`config.mk`:
```
export PLATFORM = sky130hd
export DESIGN_NAME = rr_tdm_demux
export DESIGN_NICKNAME = d
export VERILOG_FILES = /design/src/rtl/tdm_pkg.sv /design/src/rtl/tdm_slot_counter.sv /design/src/rtl/rr_tdm_demux.sv
export SDC_FILE = /design/constraint.sdc
export NUM_CORES = 1
export LEC_CHECK = 0
export CORE_ASPECT_RATIO = 1.4
export CORE_MARGIN = 5
export CORE_UTILIZATION = 43
export CTS_CLUSTER_SIZE = 14
export DETAILED_ROUTE_END_ITERATION = 8
export GPL_TIMING_DRIVEN = 0
export PLACE_DENSITY = 0.74
export REMOVE_ABC_BUFFERS = 1
export SLEW_MARGIN = 15
export SYNTH_ARGS = -nofsm -noshare
export SYNTH_HDL_FRONTEND = slang
export SYNTH_HIERARCHICAL = 1
export SYNTH_SLANG_ARGS = --single-unit
```
`constraint.sdc`:
```
create_clock -name clk -period 1.2 [get_ports clk]
set_input_delay 0.24 -clock clk [delete_from_list [all_inputs] [get_ports clk]]
set_output_delay 0.24 -clock clk [all_outputs]
set_load 0.1 [all_outputs]
```
`src/rtl/tdm_pkg.sv`:
```
// Shared definitions for the round-robin TDM mux/demux pair.
package tdm_pkg;

   typedef enum logic {
      UNLOCKED = 1'b0,
      LOCKED   = 1'b1
   } tdm_state_e;

   localparam int TDM_DATA_WIDTH = 16;

   // Slot index width; a single channel still needs one bit.
   function automatic int slot_w(input int n);
      return (n <= 2) ? 1 : $clog2(n);
   endfunction

endpackage

```
`src/rtl/tdm_slot_counter.sv`:
```
// Round-robin slot pointer; realign marks the current sample as slot 0.
module tdm_slot_counter
   import tdm_pkg::*;
#(
   parameter int NUM_OUTPUTS = 2,
   parameter int SLOT_W      = slot_w(NUM_OUTPUTS)
) (
   input  logic              clk,
   input  logic              rst,
   input  logic              advance,
   input  logic              realign,
   output logic [SLOT_W-1:0] slot,
   output logic              last_slot
);

   localparam logic [SLOT_W-1:0] LAST      = SLOT_W'(NUM_OUTPUTS - 1);
   localparam logic [SLOT_W-1:0] AFTER_SYN = (NUM_OUTPUTS == 1) ? '0 : SLOT_W'(1);

   always_ff @(posedge clk) begin
      if (!rst)
         slot <= '0;
      else if (realign)
         slot <= AFTER_SYN;
      else if (advance)
         slot <= (slot == LAST) ? '0 : slot + SLOT_W'(1);
   end

   assign last_slot = (slot == LAST);

endmodule

```
`src/rtl/rr_tdm_demux.sv`:
```
// TDM sample demultiplexer: per-channel outputs plus a frame-aligned snapshot.
module rr_tdm_demux
   import tdm_pkg::*;
#(
   parameter int DATA_WIDTH  = TDM_DATA_WIDTH,
   parameter int NUM_OUTPUTS = 2,
   parameter int AUTO_LOCK   = 0
) (
   input  logic                                   clk,
   input  logic                                   rst,
   input  logic [DATA_WIDTH-1:0]                  din,
   input  logic                                   din_valid,
   input  logic                                   sync_in,
   output logic [NUM_OUTPUTS-1:0][DATA_WIDTH-1:0] dout,
   output logic [NUM_OUTPUTS-1:0]                 dout_valid,
   output logic [NUM_OUTPUTS-1:0][DATA_WIDTH-1:0] frame_dout,
   output logic                                   frame_valid,
   output logic                                   locked,
   output logic                                   sync_err
);

   localparam int SW = slot_w(NUM_OUTPUTS);

   tdm_state_e                             state;
   logic [SW-1:0]                          slot, wr_slot;
   logic                                   last_slot, accept, realign, frame_fire;
   logic [NUM_OUTPUTS-1:0][DATA_WIDTH-1:0] shadow, next_frame;

   assign realign    = din_valid & sync_in;
   assign accept     = din_valid & (sync_in | (state == LOCKED));
   assign wr_slot    = sync_in ? '0 : slot;
   // A sync write is slot 0, which only closes a frame when there is one channel.
   assign frame_fire = accept & (sync_in ? (NUM_OUTPUTS == 1) : last_slot);

   tdm_slot_counter #(.NUM_OUTPUTS(NUM_OUTPUTS), .SLOT_W(SW)) u_slot (
      .clk       (clk),
      .rst       (rst),
      .advance   (din_valid & (state == LOCKED)),
      .realign   (realign),
      .slot      (slot),
      .last_slot (last_slot)
   );

   always_comb begin
      next_frame = shadow;
      for (int i = 0; i < NUM_OUTPUTS; i++)
         if (wr_slot == SW'(i)) next_frame[i] = din;
   end

   always_ff @(posedge clk) begin
      if (!rst) begin
         state       <= (AUTO_LOCK != 0) ? LOCKED : UNLOCKED;
         locked      <= (AUTO_LOCK != 0);
         dout        <= '0;
         dout_valid  <= '0;
         frame_dout  <= '0;
         frame_valid <= 1'b0;
         sync_err    <= 1'b0;
         shadow      <= '0;
      end else begin
         dout_valid  <= '0;
         frame_valid <= 1'b0;
         sync_err    <= realign & (state == LOCKED) & (slot != '0);
         if (realign) begin
            state  <= LOCKED;
            locked <= 1'b1;
         end
         if (accept) begin
            shadow <= next_frame;
            for (int i = 0; i < NUM_OUTPUTS; i++) begin
               if (wr_slot == SW'(i)) begin
                  dout[i]       <= din;
                  dout_valid[i] <= 1'b1;
               end
            end
            if (frame_fire) begin
               frame_dout  <= next_frame;
               frame_valid <= 1'b1;
            end
         end
      end
   end

endmodule

```
# [Word-level counts from Yosys, hierarchy flattened]
# Cells that the tools add are included.
[word_totals] register_bits=102 word_cells=34 in_bits=20 output_inout_bits=69
[op_classes] n_reduce_logical=5 n_bitwise=8 add_sub_neg=1 n_mux=9
[ops] operator="2-to-1 mux 16 bit" count=2
[ops] operator="AND reduction 2 bit" count=4
[ops] operator="2-to-1 mux 1 bit" count=7
[ops] operator="AND 1 bit" count=6
[ops] operator="nonzero test 2 bit" count=1
[ops] operator="adder 1 bit (second input constant)" count=1
[ops] operator="NOT 1 bit" count=1
[ops] operator="bitwise OR 1 bit" count=1

# [Logic depth before layout (Yosys ltp)]
# Gate-level depths: netlist of the first run.
[logic_depth] ltp_word=4 mapped_depth=6 ltp_nobuf=3

# [By module]
# Netlist of the first run, hierarchy kept.
[by_module_without_submodules] mod="rr_tdm_demux" area_each_um2=3459.6 cells_per_inst=344 n_inst=1
[by_module_without_submodules] mod="tdm_slot_counter" area_each_um2=43.8 cells_per_inst=4 n_inst=1

# [Least setup slack after synthesis of the first run]
# OpenSTA, ideal clock, no wires.
[synth_path] path_type="reg2reg" startpoint="register state" endpoint="register dout[10] (netlist bit)" slack_ps=-723 arrival_ps=1805 setup_ps=119 path_buffers=1 required_ps=1081 path_stages_with_launch=5 cell_sequence="dfxtp_1 > nand2b_1 > o211a_1 > buf_2 > a22o_1"
[synth_between] elab_chain_len=3
[synth_rtl] item="from (decl)" line="rr_tdm_demux.sv:24" text="tdm_state_e state;"
[synth_rtl] item="from (signal assigned)" line="rr_tdm_demux.sv:52" text="state <= (AUTO_LOCK != 0) ? LOCKED : UNLOCKED;"
[synth_rtl] item="bitwise OR 1 bit" line="rr_tdm_demux.sv:30" text="assign accept = din_valid & (sync_in | (state == LOCKED));"
[synth_rtl] item="AND 1 bit" line="rr_tdm_demux.sv:30"
[synth_rtl] item="AND reduction 2 bit (no source line)"
[synth_rtl] item="to (signal, indexed assignment)" line="rr_tdm_demux.sv:72" text="dout[i] <= din;"
[synth_rtl] item="to (decl)" line="rr_tdm_demux.sv:14" text="output logic [NUM_OUTPUTS-1:0][DATA_WIDTH-1:0] dout,"
# No other way between the ends.
# A chain may end at the register's enable or synchronous reset.

# [Final worst setup path of the first run]
[layout_path] startpoint="register u_slot.slot, in the netlist u_slot/last_slot" endpoint="register frame_dout[26] (netlist bit)"
[layout_between] elab_chain_len=3 elab_cells_between_ends=4 cone_classes="mux (2); bitwise (1); reduce/logical (1)"
[layout_rtl] item="from (decl)" line="tdm_slot_counter.sv:12" text="output logic [SLOT_W-1:0] slot,"
[layout_rtl] item="from (signal assigned)" line="tdm_slot_counter.sv:25" text="slot <= (slot == LAST) ? '0 : slot + SLOT_W'(1);"
[layout_rtl] item="2-to-1 mux 1 bit *" line="rr_tdm_demux.sv:31, rr_tdm_demux.sv:33"
[layout_rtl] item="AND 1 bit" line="rr_tdm_demux.sv:33" text="assign frame_fire = accept & (sync_in ? (NUM_OUTPUTS == 1) : last_slot);"
[layout_rtl] item="AND reduction 2 bit (no source line)"
[layout_rtl] item="to (signal assigned)" line="rr_tdm_demux.sv:77" text="frame_dout <= next_frame;"
[layout_rtl] item="to (decl)" line="rr_tdm_demux.sv:16" text="output logic [NUM_OUTPUTS-1:0][DATA_WIDTH-1:0] frame_dout,"
# Every way passes the cells marked *; elsewhere a longest branch is shown, timed or not.

==> results.yml, run 1 <==
outcome:
  status: "complete, but fails checks"
  violations: "setup timing"
job:
  drv_cap: 0
yosys:
  ys_types: 22
  syn-cell-area_um2: 3500
  ys_warn_count: 6
  avgSynthCellArea_um2: 10.1
  ys_ff_latch: 102
  ys_seq_area_share_pct: 58.3
  synth_cells: 348
cts:
  cts_sinks: 102
  cts_buffer_depth: 2
  root_buffer: "clkbuf_16"
  cts_tree: "yes"
  path_clk_slew_ps: 60
  cts_max_level: 3
  cts-buffers-inserted: 9
  clock_latency_ps: 330
sta:
  slew_violations: 0
  setup_viol: 98
  hold_viol: 0
  rsz0062_at_grt: "yes"
  period_minus_slack_ps: 1300
  fin_ws_ps: -96.4
  layout_worst_path_cycle_share_pct: 108
  max_freq_ghz: 0.771
  skew_ps: 2.76
  hold_ws_ps: 405
  slew_headroom_pct: 65.8
  worst_pin_slew_ps: 514
die:
  dieArea_um2: 10100
  initial_core_util_pct: 43.5
  dieWidth_um: 86.3
  die_height_um: 117
  core_area_um2: 8050
  core.rowCount: 39
  io_pins: 89
placement:
  gp_congestion: 0.728
  place_hpwl_mm: 5.45
  dp.cells: 510
  port_buffers: 88
  dp_slack_ps: -1060
  placed_area_um2: 4450
layout:
  final_util_pct: 65.7
  num_antenna_cells: 0
  syn_to_final_growth_pct: 51.0
  stdcell_count: 553
  drive_above_1_share_pct: 28.2
  final_cell_mix: "97 x dfxtp_1, 67 x nand2_1, 64 x a22o_1"
  final_common_cell: "dfxtp_1"
  fin_nets: 466
  final_design_area_no_fill_um2: 5290
  num-fill-cells: 629
pwr:
  ir_drop_mv: 0.833
  powerDensity_nw_per_um2: 1390
  p_leak_uw: 0.00213
critical_path:
  start_kind: "flop"
  reg2reg_from: "u_slot/last_slot"
  crit_fanout: 18
  cp-startpoint: "u_slot/last_slot"
  worstPathRequired_ps: 1410
  regToRegSetupSlack_ps: -100
  cp.arrival_ps: 1510
  crit_type: "flop to flop"
  ff2ff_path_depth: 3
  endpoint_kind: "flop"
  cp-endpoint: "frame_dout[26]"
  r2r-end: "frame_dout[26]"
drt:
  detailroute.via_count: 3189
  viasPerCell: 5.77
  drtAntennaViolNets: 0
  dr.first_iter.drc_count: 289
  drc: 0
  wl_per_cell_um: 20.3
  first_pass_iters: 5
  wirelength_mm: 11.2
grt:
  grt_max_degree: 46
  grt_pass1_wl_mm: 17.0
  antenna_found_initial: 0
  grtUsageTotal_pct: 21.9
  grt_overflow_total: 0
  grt_pass1_vias: 3095
min_path:
  hold_class: "input pin to flop"
area by class of cell:
type                       instances  area [µm²]  area share [%]
sequential                       102        2050            38.8
multi-input combinational        219        1470            27.7
timing repair buffer             110        1350            25.4
clock buffer                      16         282            5.32
tap                              102         128            2.41
inverter                           4        15.0           0.284
kinds of logic after synthesis:
group                     count (synthesis)  synth area share [%]
AOI/OAI and AO/OA                       133                  27.5
DFF                                     102                  58.3
and+or+nand+nor                          77                  9.00
buffers and inverters                    35                  5.00
xor gates and xnor gates                  1                 0.250
stage by stage:
stage                     total power (µW)  setup TNS, ps
after floorplan                       4180        -117990
after global placement                4470        -237110
after CTS                             7350          -2640
after global routing                  7600          -8870
final                                 7370          -5140
after detailed placement              4510        -121310
synth_stat cells:
cell type,number,area (µm²)
nor2_2,1,6.26
buf_4,5,37.5
inv_1,4,15.0
a31oi_1,32,200
xor2_1,1,8.76
o211a_1,1,10.0
o21ai_0,12,60.1
buf_2,20,100
nand2b_1,2,12.5
o21a_1,3,22.5
o21ai_1,20,100
and2_1,2,12.5
and4b_1,1,10.0
nand3_1,1,5.00
nand3b_1,1,7.51
a22o_1,64,561
nor2_1,1,3.75
nor2b_1,1,6.26
nand2_1,67,251
a21oi_2,1,8.76
clkbuf_1,6,22.5
dfxtp_1,102,2040
registers in the layout (all words and copies together), names as in the netlist:
name	count
u_slot/last_slot	1
frame_valid	1
dout	32
dout_valid	2
sync_err	1
state	1
frame_dout	32
shadow	32
metal layers:
metal / vias up / part of all wire [%] / track usage [%]
met1: 1562 / 41 / 28.0
met3: 23 / 6.2 / 2.94
met4: 0 / 2.7 / 8.84
met5: - / 0 / 0
li1: 1472 / - / -
met2: 132 / 51 / 37.4
repair_timing:
item                       4_1_cts  5_1_grt
setup buffers                   13        3
pin swaps                       41       20
setup endpoints to repair      168      123
hold buffers                     0        0
gates resized for setup        499       40
gates cloned                     8        3
critical path, cell delays in order, from the launching register on:
cell and delay [ps]:
dfxtp_4 420, and4b_4 330, bufbuf_16 320, a31oi_1 100
worst min-delay path by stage:
stage	start	end	slack (ps)	cells past startpoint
after floorplan	rst	state	360	1
after global routing	rst	frame_dout[22]	410	3
after CTS	rst	state	370	2
after global placement	shadow[18]	shadow[18]	450	1
final	rst	u_slot/last_slot	410	2
after detailed placement	dout[8]	dout[8]	450	1
power by group:
group	total (µW)	switching, µW	internal (µW)
combinational	1090	732	356
sequential	3550	72.5	3480
clock	2730	1150	1580
(Power assumes the default switching activity.)
==> run 2: changes to the inputs <==
--- a/config.mk
+++ b/config.mk
@@ -6,7 +6,7 @@
 export NUM_CORES = 1
 export LEC_CHECK = 0
 export CORE_ASPECT_RATIO = 1.4
-export CORE_MARGIN = 5
+export CORE_MARGIN = 3
 export CORE_UTILIZATION = 43
 export CTS_CLUSTER_SIZE = 14
 export DETAILED_ROUTE_END_ITERATION = 8
==> constraint.sdc (replaced) <==
create_clock -name clk -period 1.2 [get_ports clk]
set_input_delay 0.3 -clock clk [delete_from_list [all_inputs] [get_ports clk]]
set_output_delay 0.3 -clock clk [all_outputs]
set_load 0.1 [all_outputs]
==> results.yml, run 2 (synthesis results as in run 1) <==
outcome:
  status: "complete, but fails checks"
  violations: "setup timing"
critical_path:
  crit_type: "flop to flop"
  start_kind: "flop"
  cp_top_family: "flip-flops"
  critPathBufInv: 1
  path_cells: "and4b_4 -> buf_8 -> o21ai_1 -> a31oi_1"
  endpoint_kind: "flop"
  r2r-end: "frame_dout[6]"
  reg2reg_from: "state"
  ff2ff_path_depth: 4
  worstPathRequired_ps: 1480
  cp-endpoint: "frame_dout[6]"
  worstSetupPathDepth: 4
  cp-startpoint: "state"
  regToRegSetupSlack_ps: -90
  cp_slowest_cell: "dfxtp_4"
  cp.arrival_ps: 1560
  crit_fanout: 12
  slowest_delay_ps: 420
die:
  core.rowCount: 38
  dieWidth_um: 82.3
  die_height_um: 113
  core_area_um2: 7850
  dieArea_um2: 9280
  initial_core_util_pct: 44.7
  io_pins: 89
sta:
  hold_viol: 0
  fin_tns_setup_ps: -3870
  period_minus_slack_ps: 1290
  rsz0062_at_grt: "yes"
  setup_viol: 132
  slew_headroom_pct: 65.9
  fin_ws_ps: -86.2
  max_freq_ghz: 0.778
  slew_violations: 0
  worst_pin_slew_ps: 512
  hold_ws_ps: 420
  skew_ps: 11.5
  layout_worst_path_cycle_share_pct: 107
cts:
  ctsHoldBuffers: 0
  cts_sinks: 102
  path_clk_slew_ps: 90
  cts_buffer_depth: 2
  cts_tree: "yes"
  root_buffer: "clkbuf_8"
  cts_max_level: 3
  clock_latency_ps: 360
  cts-buffers-inserted: 9
drt:
  drtAntennaViolNets: 0
  dr.first_iter.drc_count: 278
  wl_per_cell_um: 21.3
  detailroute.via_count: 3324
  wirelength_mm: 11.8
  viasPerCell: 5.99
  drc: 0
  first_pass_iters: 5
grt:
  grt_overflow_total: 0
  grt_pass1_vias: 3231
  antenna_found_initial: 0
  grt_max_degree: 47
  grt_pass1_wl_mm: 18.1
  grtUsageTotal_pct: 26.0
layout:
  drive_above_1_share_pct: 43.5
  multi_input_area_um2: 1480
  final_common_cell: "buf_12"
  num-fill-cells: 513
  ff_latch_area_um2: 2150
  num_antenna_cells: 0
  fin_nets: 471
  final_util_pct: 74.6
  final_cell_mix: "73 x buf_12, 67 x nand2_1, 64 x a22o_1"
  reg_top3: "dout (32), frame_dout (32), shadow (32)"
  syn_to_final_growth_pct: 67.0
  final_design_area_no_fill_um2: 5850
min_path:
  hold_path_depth: 2
  hold_class: "input pin to flop"
pwr:
  ir_drop_mv: 0.879
  p_leak_uw: 0.00226
  powerDensity_nw_per_um2: 1150
job:
  drv_cap: 0
placement:
  gp_congestion: 0.723
  place_hpwl_mm: 5.36
  port_buffers: 88
  placed_area_um2: 4440
-- run 2: cell count changes in the layout (fill, tap and decap cells not counted), sizes merged --
cell and change:
clkinv +1, buf +6, bufbuf -1, nand2b +1
clkbuf -5, clkinvlp +2
-- run 2: final cells by class --
type	count	share of cell area, %
clock buffer	12	2.65
clock inverter	3	0.342
timing repair buffer	114	32.7
multi-input combinational	220	25.2
sequential	102	36.7
tap	100	2.14
inverter	4	0.257
-- run 2: metal layers --
layer,vias to the layer above,part of all wire (%),GRT usage (%)
met3,33,7.3,4.78
met4,0,3.3,13.7
li1,1487,-,-
met2,168,52,42.0
met5,-,0,0
met1,1636,38,32.2
-- run 2: through the flow --
step / power (µW) / setup slack (ps) / std cells
2_1_floorplan: 4180 / -1500 / 317
3_3_place_gp: 4480 / -2330 / 505
3_5_place_dp: 4510 / -1090 / 508
4_1_cts: 6710 / -69.1 / 548
5_1_grt: 6940 / -125 / 555
6_report: 6720 / -86.2 / 555
-- run 2: how the worst min path moves through the flow --
stage                          start          endpoint  slack, ps
after floorplan                  rst             state        420
after global placement     shadow[1]         shadow[1]        460
after detailed placement  shadow[30]        shadow[30]        450
after CTS                        rst  u_slot/last_slot        400
after global routing             rst             state        420
final                            rst             state        420
-- run 2: worst register-to-register path: cells and delay by family (launching register included) --
family | cells | cell delay, ps
flip-flops | 1 | 420
AND/OR/NAND/NOR | 1 | 310
AO/OA/AOI/OAI | 2 | 310
buffers and inverters | 1 | 170
-- run 2: power by group --
group	leakage [µW]	switching, µW	internal, µW
clock	0.0000845	1120	854
combinational	0.00132	744	442
sequential	0.000863	88.9	3470
total	0.00226	1950	4770
-- run 2: timing repair --
action	4_1_cts	5_1_grt
gates resized for setup	719	11
pin swaps	36	2
setup buffers	15	6
setup endpoints to repair	168	164
endpoints found under the hold margin	0	0
cloned	10	1
==> run 3: changes to the inputs <==
--- a/config.mk
+++ b/config.mk
@@ -12,7 +12,6 @@
 export DETAILED_ROUTE_END_ITERATION = 8
 export GPL_TIMING_DRIVEN = 0
 export PLACE_DENSITY = 0.74
-export REMOVE_ABC_BUFFERS = 1
 export SLEW_MARGIN = 15
 export SYNTH_ARGS = -nofsm -noshare
 export SYNTH_HDL_FRONTEND = slang
==> results.yml, run 3 (synthesis results as in run 1) <==
outcome:
  status: "complete, but fails checks"
  violations: "setup timing"
sta:
  period_minus_slack_ps: 1350
  layout_worst_path_cycle_share_pct: 112
  rsz0062_at_grt: "yes"
  max_freq_ghz: 0.743
  slew_headroom_pct: 69.7
  worst_pin_slew_ps: 454
  setup_viol: 161
  skew_ps: 16.4
  fin_ws_ps: -145
  slew_violations: 0
  hold_viol: 0
  fin_tns_setup_ps: -10810
  hold_ws_ps: 348
critical_path:
  cp-startpoint: "u_slot/last_slot"
  endpoint_kind: "flop"
  path_cells: "buf_6 -> nor2b_4 -> buf_8 -> buf_12 -> buf_8 -> nand2_2 -> a31oi_1"
  reg2reg_from: "u_slot/last_slot"
  crit_top_cell: "buf_8"
  crit_fanout: 6
  ff2ff_path_depth: 7
  start_kind: "flop"
  slowest_delay_ps: 360
  cp_slowest_cell: "dfxtp_2"
  worstPathRequired_ps: 1490
  cp.arrival_ps: 1640
  crit_type: "flop to flop"
  r2r-end: "frame_dout[30]"
  regToRegSetupSlack_ps: -150
pwr:
  powerDensity_nw_per_um2: 1140
  ir_drop_mv: 0.841
  p_leak_uw: 0.00256
grt:
  antenna_found_initial: 0
  grt_pass1_vias: 3572
  grt_pass1_wl_mm: 19.7
  grt_overflow_total: 0
  grt_max_degree: 17
  grtUsageTotal_pct: 28.6
layout:
  syn_to_final_growth_pct: 81.9
  num-fill-cells: 405
  final_util_pct: 81.2
  fin_nets: 509
  drive_above_1_share_pct: 51.2
  final_cell_mix: "72 x buf_12, 64 x a22o_1, 51 x dfxtp_2"
  reg_top3: "dout (32), frame_dout (32), shadow (32)"
  num_antenna_cells: 0
  final_common_cell: "buf_12"
drt:
  detailroute.via_count: 3624
  drtAntennaViolNets: 0
  dr.first_iter.drc_count: 332
  wl_per_cell_um: 23.2
  wirelength_mm: 13.8
  viasPerCell: 6.10
  first_pass_iters: 6
  drc: 0
min_path:
  hp-start: "rst"
  hold_class: "input pin to flop"
  hold_end: "u_slot/last_slot"
  hold_path_depth: 2
die:
  dieArea_um2: 9280
  dieWidth_um: 82.3
  die_height_um: 113
  initial_core_util_pct: 44.7
  io_pins: 89
  core_area_um2: 7850
  core.rowCount: 38
cts:
  root_buffer: "clkbuf_8"
  ctsHoldBuffers: 0
  cts_max_level: 3
  path_clk_slew_ps: 90
  cts_sinks: 102
  cts-buffers-inserted: 9
  cts_buffer_depth: 2
  cts_tree: "yes"
  clock_latency_ps: 390
job:
  drv_cap: 0
yosys:
  synth_nets: 368
placement:
  gp_congestion: 0.825
  place_hpwl_mm: 6.83
  port_buffers: 88
[run 3: metrics by stage]
step	setup slack [ps]	std cells	total power [µW]	instance area (µm²)
detailed placement	-826	536	4550	4630
CTS	-129	582	7110	6100
floorplan	-174	348	4240	3620
finish	-145	594	7250	6370
global placement	-837	536	4540	4630
global route	-225	594	7410	6370
[run 3: metal layers]
layer | part of all wire [%] | vias to the layer above | track usage (%)
li1 | - | 1543 | -
met1 | 37 | 1783 | 34.5
met2 | 52 | 237 | 47.2
met3 | 6.7 | 61 | 5.97
met4 | 3.9 | 0 | 14.1
met5 | 0 | - | 0
[run 3: report_power, final]
part	internal [µW]	leakage (µW)	switching, µW
logic	536	0.00159	774
clock network	1150	0.000100	1240
registers	3450	0.000866	98.0
[run 3: area by class of cell]
type | count | area (µm²) | area share, %
plain buffers | 29 | 330 | 5.18
clock buffers | 12 | 166 | 2.61
clock inverters | 4 | 52.6 | 0.824
inverters | 4 | 15.0 | 0.236
multi-input cells | 211 | 1400 | 22.0
flip-flops and latches | 102 | 2180 | 34.2
well taps | 100 | 125 | 1.96
repair buffers | 132 | 2110 | 33.0
[run 3: worst max-delay path by stage]
stage | endpoint | cells past startpoint
2_1_floorplan | dout[10] | 4
3_3_place_gp | dout[19] | 6
3_5_place_dp | shadow[28] | 6
4_1_cts | dout[4] | 5
5_1_grt | frame_dout[21] | 7
6_report | frame_dout[30] | 7
[run 3: critical path: cells and delay by family (launching register included)]
| family | cells | cell delay [ps] |
|---|---|---|
| buf+inv | 4 | 510 |
| flops | 1 | 360 |
| simple gates | 2 | 190 |
| compound gates | 1 | 190 |
[run 3: timing repair]
action	in CTS	in global routing
setup endpoints to repair	167	166
buffers inserted	19	12
pin swaps	22	43
gates cloned	12	1
gates resized for setup	711	56
